`config.mk`:
```
export PLATFORM = sky130hd
export DESIGN_NAME = fixu_arb
export DESIGN_NICKNAME = d
export VERILOG_FILES = /design/src/rtl/fixu_arb.sv
export SDC_FILE = /design/constraint.sdc
export NUM_CORES = 1
export LEC_CHECK = 0
export CAP_MARGIN = 20
export CORE_MARGIN = 8
export CORE_UTILIZATION = 40
export CTS_CLUSTER_DIAMETER = 50
export DETAILED_ROUTE_END_ITERATION = 10
export GPL_TIMING_DRIVEN = 0
export HOLD_SLACK_MARGIN = 0.05
export MAX_ROUTING_LAYER = met4
export PLACE_DENSITY = 0.93
export SLEW_MARGIN = 0
export SYNTH_ARGS = -nofsm -noshare
export SYNTH_HDL_FRONTEND = slang
export SYNTH_SLANG_ARGS = --single-unit
```
`constraint.sdc`:
```
create_clock -name clk -period 4.5 [get_ports clk]
set_clock_uncertainty 0.2 [all_clocks]
set_input_delay 1.35 -clock clk [delete_from_list [all_inputs] [get_ports clk]]
set_output_delay 1.35 -clock clk [all_outputs]
set_load 0.02 [all_outputs]
```
`src/rtl/fixu_arb.sv`:
```
// fixu_arb: round-robin arbiter that shares one fixu among NREQ toggle-handshake requesters.
// One grant at a time: latch operands, toggle fix_req, return z/overflow to the grantee.
module fixu_arb #(
    parameter int NREQ = 4,
    parameter int WID  = 16,
    localparam int IW  = $clog2(NREQ)
) (
    input  logic                clk,
    input  logic                rstn,
    input  logic                enable,
    input  logic [NREQ-1:0]     cli_req,
    input  logic [NREQ-1:0]     cli_fn,
    input  logic [NREQ*WID-1:0] cli_a,
    input  logic [NREQ*WID-1:0] cli_b,
    input  logic [NREQ*WID-1:0] cli_c,
    output logic [NREQ-1:0]     cli_ack,
    output logic [NREQ*WID-1:0] cli_z,
    output logic [NREQ-1:0]     cli_overflow,
    output logic                fix_req,
    output logic                fix_fn,
    output logic [WID-1:0]      fix_a,
    output logic [WID-1:0]      fix_b,
    output logic [WID-1:0]      fix_c,
    input  logic                fix_ack,
    input  logic [WID-1:0]      fix_z,
    input  logic                fix_overflow,
    output logic                busy,
    output logic [IW-1:0]       gnt_idx
);

    typedef enum logic [1:0] {IDLE, ISSUE, WAIT} state_t;

    state_t            state_reg, state_next;
    logic [NREQ-1:0]   ack_reg, ack_next;
    logic [NREQ-1:0]   ov_reg, ov_next;
    logic [WID-1:0]    z_reg [NREQ];
    logic [WID-1:0]    z_next [NREQ];
    logic              fix_req_reg, fix_req_next;
    logic              fix_fn_reg, fix_fn_next;
    logic [WID-1:0]    fix_a_reg, fix_a_next;
    logic [WID-1:0]    fix_b_reg, fix_b_next;
    logic [WID-1:0]    fix_c_reg, fix_c_next;
    logic              busy_reg, busy_next;
    logic [IW-1:0]     gnt_reg, gnt_next;
    logic              ack_seen_reg, ack_seen_next;

    logic [NREQ-1:0]   pend;
    logic [NREQ-1:0]   gsel;
    logic [WID-1:0]    op_a [NREQ];
    logic [WID-1:0]    op_b [NREQ];
    logic [WID-1:0]    op_c [NREQ];
    logic [IW-1:0]     rr_idx [NREQ];
    logic [IW-1:0]     winner;

    // rr_idx[gi] is the requester gi+1 places after the last grantee, modulo NREQ
    generate
        for (genvar gi = 0; gi < NREQ; gi++) begin : g_cli
            logic [IW:0] sum;
            assign pend[gi] = cli_req[gi] ^ ack_reg[gi];
            assign gsel[gi] = (gnt_reg == IW'(gi));
            assign op_a[gi] = cli_a[gi*WID +: WID];
            assign op_b[gi] = cli_b[gi*WID +: WID];
            assign op_c[gi] = cli_c[gi*WID +: WID];
            assign cli_z[gi*WID +: WID] = z_reg[gi];
            assign sum = {1'b0, gnt_reg} + (IW+1)'(gi + 1);
            assign rr_idx[gi] = (sum >= (IW+1)'(NREQ)) ? IW'(sum - (IW+1)'(NREQ)) : IW'(sum);
        end
    endgenerate

    // Scan farthest-first so the nearest pending requester wins
    always_comb begin
        winner = gnt_reg;
        for (int k = NREQ - 1; k >= 0; k--) begin
            if (pend[rr_idx[k]]) begin
                winner = rr_idx[k];
            end
        end
    end

    always_comb begin
        state_next    = state_reg;
        ack_next      = ack_reg;
        ov_next       = ov_reg;
        z_next        = z_reg;
        fix_req_next  = fix_req_reg;
        fix_fn_next   = fix_fn_reg;
        fix_a_next    = fix_a_reg;
        fix_b_next    = fix_b_reg;
        fix_c_next    = fix_c_reg;
        busy_next     = busy_reg;
        gnt_next      = gnt_reg;
        // Tracking fix_ack every cycle also resyncs a stray ack seen outside WAIT
        ack_seen_next = fix_ack;
        case (state_reg)
            IDLE: begin
                if (|pend) begin
                    fix_fn_next = cli_fn[winner];
                    fix_a_next  = op_a[winner];
                    fix_b_next  = op_b[winner];
                    fix_c_next  = op_c[winner];
                    gnt_next    = winner;
                    busy_next   = 1'b1;
                    state_next  = ISSUE;
                end
            end
            ISSUE: begin
                fix_req_next = ~fix_req_reg;
                state_next   = WAIT;
            end
            WAIT: begin
                if (fix_ack != ack_seen_reg) begin
                    for (int i = 0; i < NREQ; i++) begin
                        if (gsel[i]) begin
                            z_next[i]   = fix_z;
                            ov_next[i]  = fix_overflow;
                            ack_next[i] = ~ack_reg[i];
                        end
                    end
                    busy_next  = 1'b0;
                    state_next = IDLE;
                end
            end
            default: state_next = IDLE;
        endcase
    end

    always_ff @(posedge clk) begin
        if (!rstn) begin
            state_reg    <= IDLE;
            ack_reg      <= '0;
            ov_reg       <= '0;
            z_reg        <= '{default: '0};
            fix_req_reg  <= 1'b0;
            fix_fn_reg   <= 1'b0;
            fix_a_reg    <= '0;
            fix_b_reg    <= '0;
            fix_c_reg    <= '0;
            busy_reg     <= 1'b0;
            gnt_reg      <= IW'(NREQ - 1);
            ack_seen_reg <= 1'b0;
        end else if (enable) begin
            state_reg    <= state_next;
            ack_reg      <= ack_next;
            ov_reg       <= ov_next;
            z_reg        <= z_next;
            fix_req_reg  <= fix_req_next;
            fix_fn_reg   <= fix_fn_next;
            fix_a_reg    <= fix_a_next;
            fix_b_reg    <= fix_b_next;
            fix_c_reg    <= fix_c_next;
            busy_reg     <= busy_next;
            gnt_reg      <= gnt_next;
            ack_seen_reg <= ack_seen_next;
        end
    end

    assign cli_ack      = ack_reg;
    assign cli_overflow = ov_reg;
    assign fix_req      = fix_req_reg;
    assign fix_fn       = fix_fn_reg;
    assign fix_a        = fix_a_reg;
    assign fix_b        = fix_b_reg;
    assign fix_c        = fix_c_reg;
    assign busy         = busy_reg;
    assign gnt_idx      = gnt_reg;

endmodule

```
==> results of run 1 <==
==> stage by stage <==
step / util [%] / cells
floorplan: - / 726
global placement: 64.40 / 1287
detailed placement: 64.40 / 1287
CTS: 68.38 / 1319
global route: 68.70 / 1323
finish: 68.70 / 1323
==> power by group <==
group	total (mW)	switching (mW)	internal (mW)
clock	1.46	0.529	0.930
combinational	1.39	0.727	0.664
sequential	1.31	0.0663	1.24
==> logic make-up after synthesis <==
group,after synthesis
AO/OA/AOI/OAI,209
flip-flops,128
AND/OR/NAND/NOR,229
XOR/XNOR,15
adder cells (fa/ha/maj),4
buffers and inverters,67
multiplexers,74
==> layer usage <==
metal | global-route usage [%] | part of all wire (%) | up-vias
li1 | - | - | 3425
met1 | 28.25 | 37 | 3444
met2 | 44.69 | 51 | 385
met3 | 6.912 | 7.8 | 69
met4 | 13.09 | 3.6 | 0
met5 | - | 0 | -
==> worst max-delay path, cell delays in order <==
cell and delay (ps):
sky130_fd_sc_hd__clkdlybuf4s50_1 560, sky130_fd_sc_hd__or3b_2 520, sky130_fd_sc_hd__a31oi_2 390, sky130_fd_sc_hd__and2_1 200, sky130_fd_sc_hd__clkbuf_1 450, sky130_fd_sc_hd__clkbuf_1 450, sky130_fd_sc_hd__o2111ai_1 190, sky130_fd_sc_hd__o311ai_0 150
==> repair_timing <==
item / in CTS / in global routing
gates resized for setup: 1 / 5
pin swaps: 0 / 2
setup endpoints to repair: 20 / 30
setup buffers: 0 / 4
cloned: 0 / 0
==> synthesized netlist by cell type (all sizes together), types with 22 or more instances <==
library cell / count / area, sq um
a21boi: 71 / 533.0
nand2: 146 / 548.0
a221oi: 22 / 192.7
o311ai: 28 / 252.8
o22ai: 23 / 143.9
mux2i: 50 / 500.5
nand2b: 30 / 187.7
o2111ai: 27 / 236.5
dfxtp: 128 / 2562
a211oi: 24 / 192.7
mux2: 22 / 247.7
clkbuf: 54 / 202.7
nand3: 28 / 140.1
==> cell type report <==
| class | count | area [sq um] | area share [%] |
|---|---|---|---|
| sequential | 128 | 2562 | 23.56 |
| clock buffer | 19 | 432.9 | 3.981 |
| timing repair buffer | 349 | 3496 | 32.15 |
| tap | 216 | 270.3 | 2.485 |
| inverter | 3 | 11.26 | 0.1036 |
| multi-input combinational | 531 | 3657 | 33.63 |
| clock inverter | 13 | 186.4 | 1.714 |
| buffer | 64 | 257.7 | 2.370 |
==> path summary, 6_finish.rpt <==
path,startpoint,end,slack [ps]
hold reg to reg,cli_z[11],cli_z[11],270
setup / recovery,enable,fix_c[4],320
hold / removal,cli_z[11],cli_z[11],270
setup reg to reg,gnt_idx[0],fix_c[4],880
==> flow_summary_export.csv, run 1 <==
group,metric,value,unit
floorplanning,floorplan.initialDensity,40.88,%
clock_network,cts_buffer_depth,2,
yosys,main_combinational_cell_family_by_area_after_synthesis,"compound AO/OA/AOI/OAI gates",
cells_and_area,nNetsFinal,1319,
clock_network,cts-root-buf,"sky130_fd_sc_hd__clkbuf_16",
floorplanning,die_w,143.2,um
min_path,holdCritPathClass,"flip-flop to flip-flop",
cells_and_area,finalInstanceArea,10870,sq um
clock_network,cts_max_level,4,
yosys,synthesized_area_fraction_occupied_by_ao_oa_aoi_and_oai_cells,25.28,%
yosys,synth_area_per_cell,8.912,sq um
setup_path,path_max_fanout,10,
outcome,status,"finished, final reports clean",
sta,final-hold-violation-count,0,
cells_and_area,max_reg_flops,64,
sta,period_needed,4180,ps
floorplanning,placementRows,46,
floorplanning,fp.coreArea,15830,sq um
power_and_ir_drop,power-per-cell-area,382.7,nW/um^2
routing,drc,0,
place,placement.io_buffers,345,
sta,slew_violations,0,
setup_path,timing.critical_path.arrival,4270,ps
power_and_ir_drop,leakage,3.887,nW
sta,slew_headroom,48.67,%
clock_network,clock_tree_from_tritoncts,"done",
yosys,synth_simple_gate_area_share,15.94,%
yosys,postSynth.asyncResetShare,0,%
clock_network,cts_made_buffers,17,
setup_path,critical_path_class,"primary input to flip-flop",
setup_path,worst-r2r-cell-count,11,
power_and_ir_drop,post-layout-total-power,4.161,mW
floorplanning,die_height,143.2,um
global_routing,grt_start_max_net_pins,17,
cells_and_area,flow.area_growth_from_synthesis,68.07,%
global_routing,grt_pass1_vias,7483,
power_and_ir_drop,irDropWorstVdd,0.2584,mV
place,gp_congestion,0.9212,
cells_and_area,commonest_cells_after_routing_fill_and_taps_aside,"345 x sky130_fd_sc_hd__clkdlybuf4s50_1, 146 x sky130_fd_sc_hd__nand2_1, 128 x sky130_fd_sc_hd__dfxtp_1, 71 x sky130_fd_sc_hd__a21boi_0, 54 x sky130_fd_sc_hd__clkbuf_1",
routing,detail_route.wl_per_cell,21.03,um
routing,initialDrtViolationCount,442,
setup_path,timing.critical_path.from_type,"primary input",
routing,antenna_left,0,
yosys,synth_cells,726,
yosys,synth.mux.area_fraction,12.26,%
sta,final_worst_path_setup_slack,319.8,ps
sta,fmax,239.2,MHz
sta,grt_setup_unrepaired,"false",
sta,finalHoldWorstSlack,266.4,ps
min_path,whs_path_depth,2,
floorplanning,io-pin-count,346,
sta,timing.setup.tns,0,ps
flow_run,max_cap_viol_count,0,
setup_path,setup.worst_path.end_class,"flip-flop",
yosys,yosys_warnings,0,
yosys,synth_seq_cells,128,
yosys,synth_fp_nets,951,
clock_network,clock_sink_count,128,
sta,period_share,92.89,%
place,dp_hpwl,21.98,mm
routing,routed_wl,27.82,mm
yosys,post_synth_xor_area_fraction,2.031,%
place,dpl-instance-area,10190,sq um
global_routing,globalRouteTotalUtil,26.43,%
place,place_worst_setup_slack,-606.8,ps
routing,first_pass_iters,5,
sta,worst_pin_slew,770.0,ps
yosys,post_synthesis_cell_area,6470,sq um
cells_and_area,diodes,0,
yosys,synth_sequential_area_ratio,39.61,%
cells_and_area,filler_cell_count,1206,
global_routing,global_route_wire_length_before_repair,40.50,mm
yosys,ys_dominant_reg_cell,"sky130_fd_sc_hd__dfxtp_1",
setup_path,cp.required,4590,ps
yosys,number_of_enable_type_register_cells_in_the_synthesized_netlist,0,
clock_network,cts_hold_buf,0,
global_routing,antenna_found_initial,0,
clock_network,cts.clk_slew.worst_paths,60,ps
cells_and_area,layout-drive-gt1-share,6.504,%
routing,post_detailed_route_via_to_cell_ratio,5.535,
yosys,synthAdderAreaFrac,0.7735,%
floorplanning,total_die_area,20500,sq um
routing,route.vias.total,7323,
sta,setup_viol,0,
clock_network,worstSkewPairLatency,410,ps
global_routing,overflow,0,
yosys,netlist-cell-type-count,42,
cells_and_area,most_common_cell_after_layout_fill_and_taps_aside,"sky130_fd_sc_hd__clkdlybuf4s50_1",
Note: power is estimated with default switching activity, not from simulation.
==> inputs of run 2 (changes only) <==
CORE_AREA = 8 8 127 129   (was not set)
CORE_MARGIN = not set   (was 8)
CORE_UTILIZATION = not set   (was 40)
DIE_AREA = 0 0 135 137   (was not set)
DONT_BUFFER_PORTS = 1   (was not set)
PLACE_DENSITY = 0.72   (was 0.93)
SETUP_SLACK_MARGIN = 0.2   (was not set)
==> run 2 against run 1 <==
Utilization decreased by 17 points. Via count decreased by 21%. Global-route usage decreased by 2.7 points. Largest power group unchanged. Clock power increased by 9.6%. First-iteration DRC count decreased by 28%. Sequential cell count unchanged. Register-to-register slack got worse by 330 ps. Wire length decreased by 19%. Maximum frequency increased by 5.7%. Hold slack improved by 39 ps. Sequential share of layout area increased by 11 points. Power decreased by 7.7%.
==> flow_summary_export.csv, run 2 (synthesized netlist as in run 1, its figures left out) <==
group,metric,value,unit
outcome,status,"finished, final reports clean",
clock_network,cts_hold_buf,0,
floorplanning,floorplan.initialDensity,45.55,%
power_and_ir_drop,clock_share_of_power,41.7,%
floorplanning,total_die_area,18500,sq um
routing,antenna_left,0,
sta,period_share,87.86,%
power_and_ir_drop,post-layout-total-power,3.839,mW
cells_and_area,nNetsFinal,970,
cells_and_area,finalNonFillerCells,943,
sta,final_worst_path_setup_slack,546.2,ps
power_and_ir_drop,netSwitchingFraction,32.02,%
sta,slew_violations,0,
sta,setup_viol,0,
sta,final-hold-violation-count,0,
routing,post_detailed_route_via_to_cell_ratio,6.163,
setup_path,critical_path_class,"flip-flop to flip-flop",
clock_network,cts-root-buf,"sky130_fd_sc_hd__clkbuf_16",
floorplanning,die_height,137,um
clock_network,clock_tree_from_tritoncts,"done",
setup_path,timing.critical_path.from_type,"flip-flop",
cells_and_area,flow.area_growth_from_synthesis,14.31,%
cells_and_area,filler_cell_count,1337,
clock_network,cts_buffer_depth,2,
place,placement.io_buffers,0,
setup_path,setup.worst_path.end_class,"flip-flop",
routing,initialDrtViolationCount,320,
clock_network,clock_sink_count,128,
power_and_ir_drop,pwr-share-comb,19.6,%
cells_and_area,max_reg_flops,64,
global_routing,globalRouteTotalUtil,23.70,%
min_path,holdCritPathClass,"flip-flop to flip-flop",
sta,timing.setup.tns,0,ps
global_routing,grt_pass1_vias,5746,
power_and_ir_drop,net-switching-power,1.229,mW
cells_and_area,finalInstanceArea,7396,sq um
floorplanning,die_w,135,um
cells_and_area,most_common_cell_after_layout_fill_and_taps_aside,"sky130_fd_sc_hd__nand2_1",
global_routing,global_route_wire_length_before_repair,33.27,mm
place,place_worst_setup_slack,-50.75,ps
place,place_inst,910,
sta,worst_pin_slew,770.1,ps
floorplanning,fp.coreArea,14200,sq um
clock_network,post_cts_resized,0,
place,dp_hpwl,18.08,mm
routing,first_pass_iters,6,
power_and_ir_drop,power-per-cell-area,519.1,nW/um^2
routing,route.vias.total,5812,
clock_network,worstSkewPairLatency,410,ps
sta,finalHoldWorstSlack,305.3,ps
sta,fmax,252.9,MHz
setup_path,path_max_fanout,10,
sta,period_needed,3954,ps
clock_network,cts_made_buffers,17,
global_routing,overflow,0,
setup_path,cp.required,4590,ps
floorplanning,placementRows,44,
clock_network,cts_max_level,4,
cells_and_area,layout-drive-gt1-share,8.707,%
power_and_ir_drop,leakage,2.588,nW
cells_and_area,commonest_cells_after_routing_fill_and_taps_aside,"146 x sky130_fd_sc_hd__nand2_1, 128 x sky130_fd_sc_hd__dfxtp_1, 71 x sky130_fd_sc_hd__a21boi_0, 55 x sky130_fd_sc_hd__clkbuf_1, 50 x sky130_fd_sc_hd__mux2i_1",
sta,slew_headroom,48.42,%
clock_network,postCtsSetupBuffers,0,
place,gp_congestion,0.9496,
global_routing,antenna_found_initial,1,
clock_network,cts.clk_slew.worst_paths,60,ps
power_and_ir_drop,irDropWorstVdd,0.2422,mV
routing,detail_route.wl_per_cell,23.96,um
setup_path,timing.critical_path.arrival,4050,ps
power_and_ir_drop,power_report.internal_total,2.610,mW
place,dpl-instance-area,6700,sq um
power_and_ir_drop,p_seq_share,38.7,%
routing,drc,0,
global_routing,grt_start_max_net_pins,17,
sta,grt_setup_unrepaired,"false",
cells_and_area,post-route-util,52.07,%
flow_run,max_cap_viol_count,0,
routing,routed_wl,22.60,mm
floorplanning,io-pin-count,346,
run 2: changes by cell type in the layout (fill, tap and decap cells not counted), sizes merged:
cell	change
clkinv	-3
buf	-4
inv	+2
clkbuf	-1
bufinv	+2
diode	+1
clkdlybuf4s50	-345
run 2: layer usage:
| layer | track usage [%] | share of wire [%] |
|---|---|---|
| met1 | 26.15 | 38 |
| met4 | 10.73 | 3.6 |
| met5 | - | 0 |
| met2 | 37.99 | 48 |
| met3 | 8.370 | 10 |
run 2: power groups by stage:
| stage | Combinational [mW] | Clock, mW | Sequential [mW] |
|---|---|---|---|
| 6_report | 0.752 | 1.60 | 1.49 |
| 3_5_place_dp | 0.749 | 0 | 1.51 |
| 3_3_place_gp | 0.742 | 0 | 1.51 |
| 2_1_floorplan | 0.579 | 0 | 1.46 |
| 5_1_grt | 0.825 | 1.67 | 1.49 |
| 4_1_cts | 0.750 | 1.62 | 1.49 |
run 2: worst paths after layout:
kind | start | to | slack, ps | cells after the start
setup / recovery | gnt_idx[0] | fix_c[7] | 550 | 10
hold / removal | state_reg[1] | state_reg[1] | 310 | 2
setup reg to reg | gnt_idx[0] | fix_c[7] | 550 | 10
hold reg to reg | state_reg[1] | state_reg[1] | 310 | 2
run 2: layout make-up:
class,instances,area (sq um),share of cell area [%]
flip-flops and latches,128,2562,34.65
clock buffers,18,429.2,5.803
diodes,1,2.502,0.03384
multi-input cells,531,3651,49.37
inverters,3,11.26,0.1523
clock inverters,14,254.0,3.434
well taps,184,230.2,3.113
plain buffers,64,255.2,3.451
run 2: worst max-delay path, stage by stage (launching register included):
cell                        delay, ps
sky130_fd_sc_hd__dfxtp_1          520
sky130_fd_sc_hd__buf_2            280
sky130_fd_sc_hd__inv_1            150
sky130_fd_sc_hd__ha_1             390
sky130_fd_sc_hd__mux4_2           350
sky130_fd_sc_hd__a211oi_4         520
sky130_fd_sc_hd__xnor2_1          320
sky130_fd_sc_hd__buf_4            310
sky130_fd_sc_hd__clkbuf_1         400
sky130_fd_sc_hd__o2111ai_1        200
sky130_fd_sc_hd__o311ai_0         160
==> edit, RTL diff (config.mk and constraints of run 1) <==
Re-encode `state_t` (3 states) as one-hot, 3 bits wide.
--- a/src/rtl/fixu_arb.sv
+++ b/src/rtl/fixu_arb.sv
@@ -28,7 +28,7 @@
     output logic [IW-1:0]       gnt_idx
 );
 
-    typedef enum logic [1:0] {IDLE, ISSUE, WAIT} state_t;
+    typedef enum logic [2:0] {IDLE = 3'b001, ISSUE = 3'b010, WAIT = 3'b100} state_t;
 
     state_t            state_reg, state_next;
     logic [NREQ-1:0]   ack_reg, ack_next;
Check against the original RTL: same outputs for any inputs over 4 cycles, from zero or initial values and one cycle with rstn low; so few cycles prove little.
==> edit against run 1 <==
  * Synthesized area up 6.0%
  * Count of clock-buffer cells in the layout rose by 1
  * Final area increased by 2.9%
  * Wire length shrank 0.52%
  * Sequential cell count rose by 1
  * Final cell count grew 4.9%
  * Setup slack improved by 0.14 ns
  * Power is 3.0% lower
  * Via count grew 2.8%
  * Core utilization fell by 3.1 points
  * Clock power fell by 4%
  * Largest power group unchanged
  * Highest routed layer unchanged
==> edit: results (changes against run 1) <==
- All-layer global routing usage: 25.7% (was 26.4%)
- R2R Path Start: gnt_idx[0] (unchanged)
- R2r endpoint: fix_a[6] (was fix_c[4])
- XOR/XNOR Fraction of Synth Area: 1.68% (was 2.03%)
- Number of H-tree levels: 4 (unchanged)
- Slowest CP cell: o221ai_1 (was clkdlybuf4s50_1)
- Wire length per cell: 19.9 um (was 21.0 um)
- Worst slew pin tran: 0.845 ns (was 0.770 ns)
- Commonest cells in the netlist: nand2_1 (147), dfxtp_1 (129), mux2i_1 (76) (was nand2_1 (146), dfxtp_1 (128), a21boi_0 (71))
- I/O Buffers: 345 (unchanged)
- Area share of fa/ha/maj cells after synthesis: 0.730% (was 0.774%)
- P_leak: 4.09 nW (was 3.89 nW)
- Grt met3 use: 8.21% (was 6.91%)
- WL met2: 13.5 mm (was 14.2 mm)
- Count of cell types in the netlist: 44 (was 42)
- Max Buffers Root-to-Sink: 2 (unchanged)
- Reg clk slew, reported paths: 0.06 ns (about the same)
- Synth area leaders: dfxtp_1 (38%), mux2i_1 (11%), nand2_1 (8.0%), a21boi_0 (7.7%), mux2_2 (4.3%) (was dfxtp_1 (40%), nand2_1 (8.5%), a21boi_0 (8.2%), mux2i_1 (7.7%), mux2_2 (3.8%))
- Worst setup startpoint: cli_req[2] (was enable)
- Flip-flop count of the largest register after layout: 64 (unchanged)
- M2 GR Usage: 42.6% (was 44.7%)
- Vias in the first global route: 7916 (was 7483)
- Worst slack at placement: 0.00512 ns (was -0.607 ns)
- 1st-iter DRT viols: 333 (was 442)
- Final GP Congestion: 0.895 (was 0.921)
- Final Non-Filler Cells: 1388 (was 1323)
- Post-Syn Nets: 1011 (was 951)
- CP endpoint: fix_c[15] (was fix_c[4])
- Grt met1 use: 27.4% (was 28.2%)
- Worst hold path type: flop to flop (unchanged)
- Max incr delay on CP: 0.53 ns (was 0.56 ns)
- Compound-gate portion of the synthesized area: 23.8% (was 25.3%)
- FF-to-FF setup slack: 0.62 ns (was 0.88 ns)
- Sequential area share after synthesis: 37.6% (was 39.6%)
- Syn Inst Count: 786 (was 726)
- Internal cell power: 2.75 mW (was 2.84 mW)
- First-pass GRT wire length: 42.8 mm (was 40.5 mm)
- Fillcell total: 1359 (was 1206)
- DPL Wire Length: 22.0 mm (about the same)
- Routed wl met3: 2.30 mm (was 2.18 mm)
- Outcome: finished clean (unchanged)
- Peak VDD IR: 0.264 mV (was 0.258 mV)
- DRT met1 WL: 10.6 mm (was 10.4 mm)
- Post-synthesis mux area share: 15.7% (was 12.3%)
- Hold Crit Start: cli_z[9] (was cli_z[11])
- Vias: 7529 (was 7323)
- Setup TNS: 0 ns (unchanged)
- Largest net degree at the start of global routing: 17 (unchanged)
- WHS: 0.262 ns (was 0.266 ns)
- Fmax: 248 MHz (was 239 MHz)
- Post-cts gate resize count: 0 (was 1)
- Critical path's top delay family: buffers and inverters (unchanged)
- Share of cells above drive strength 1: 6.45% (was 6.50%)
- Worst path arrival time: 4.16 ns (was 4.27 ns)
- WHS Endpoint: cli_z[9] (was cli_z[11])
## edit: changes by cell type after synthesis, moves of 4 or more
cell             run 1  this run
mux2i_1             50        76
xor2_1               5         1
a21o_1               1        27
mux2_2              22        26
a221oi_1            22         0
o311ai_0            20         0
nor2_1               3        28
nand2b_1            30        26
o311ai_1             7        23
o22ai_1             23         1
o21ai_0              6        34
## edit: cell type report
cell class / instances / area (um^2) / share of cell area, %
multi-input combinational: 587 / 3960 / 35.4
timing repair buffer: 345 / 3450 / 30.9
sequential: 129 / 2580 / 23.1
clock buffer: 20 / 467 / 4.17
buffer: 67 / 304 / 2.72
tap: 225 / 282 / 2.52
clock inverter: 12 / 130 / 1.16
inverter: 3 / 11.3 / 0.101
## edit: power groups by stage
stage	Sequential [mW]	Clock (mW)	Combinational (mW)
4_1_cts	1.27	1.41	1.36
5_1_grt	1.28	1.48	1.45
3_3_place_gp	1.29	0	1.34
3_5_place_dp	1.30	0	1.36
6_report	1.27	1.40	1.36
2_1_floorplan	1.39	0	0.675
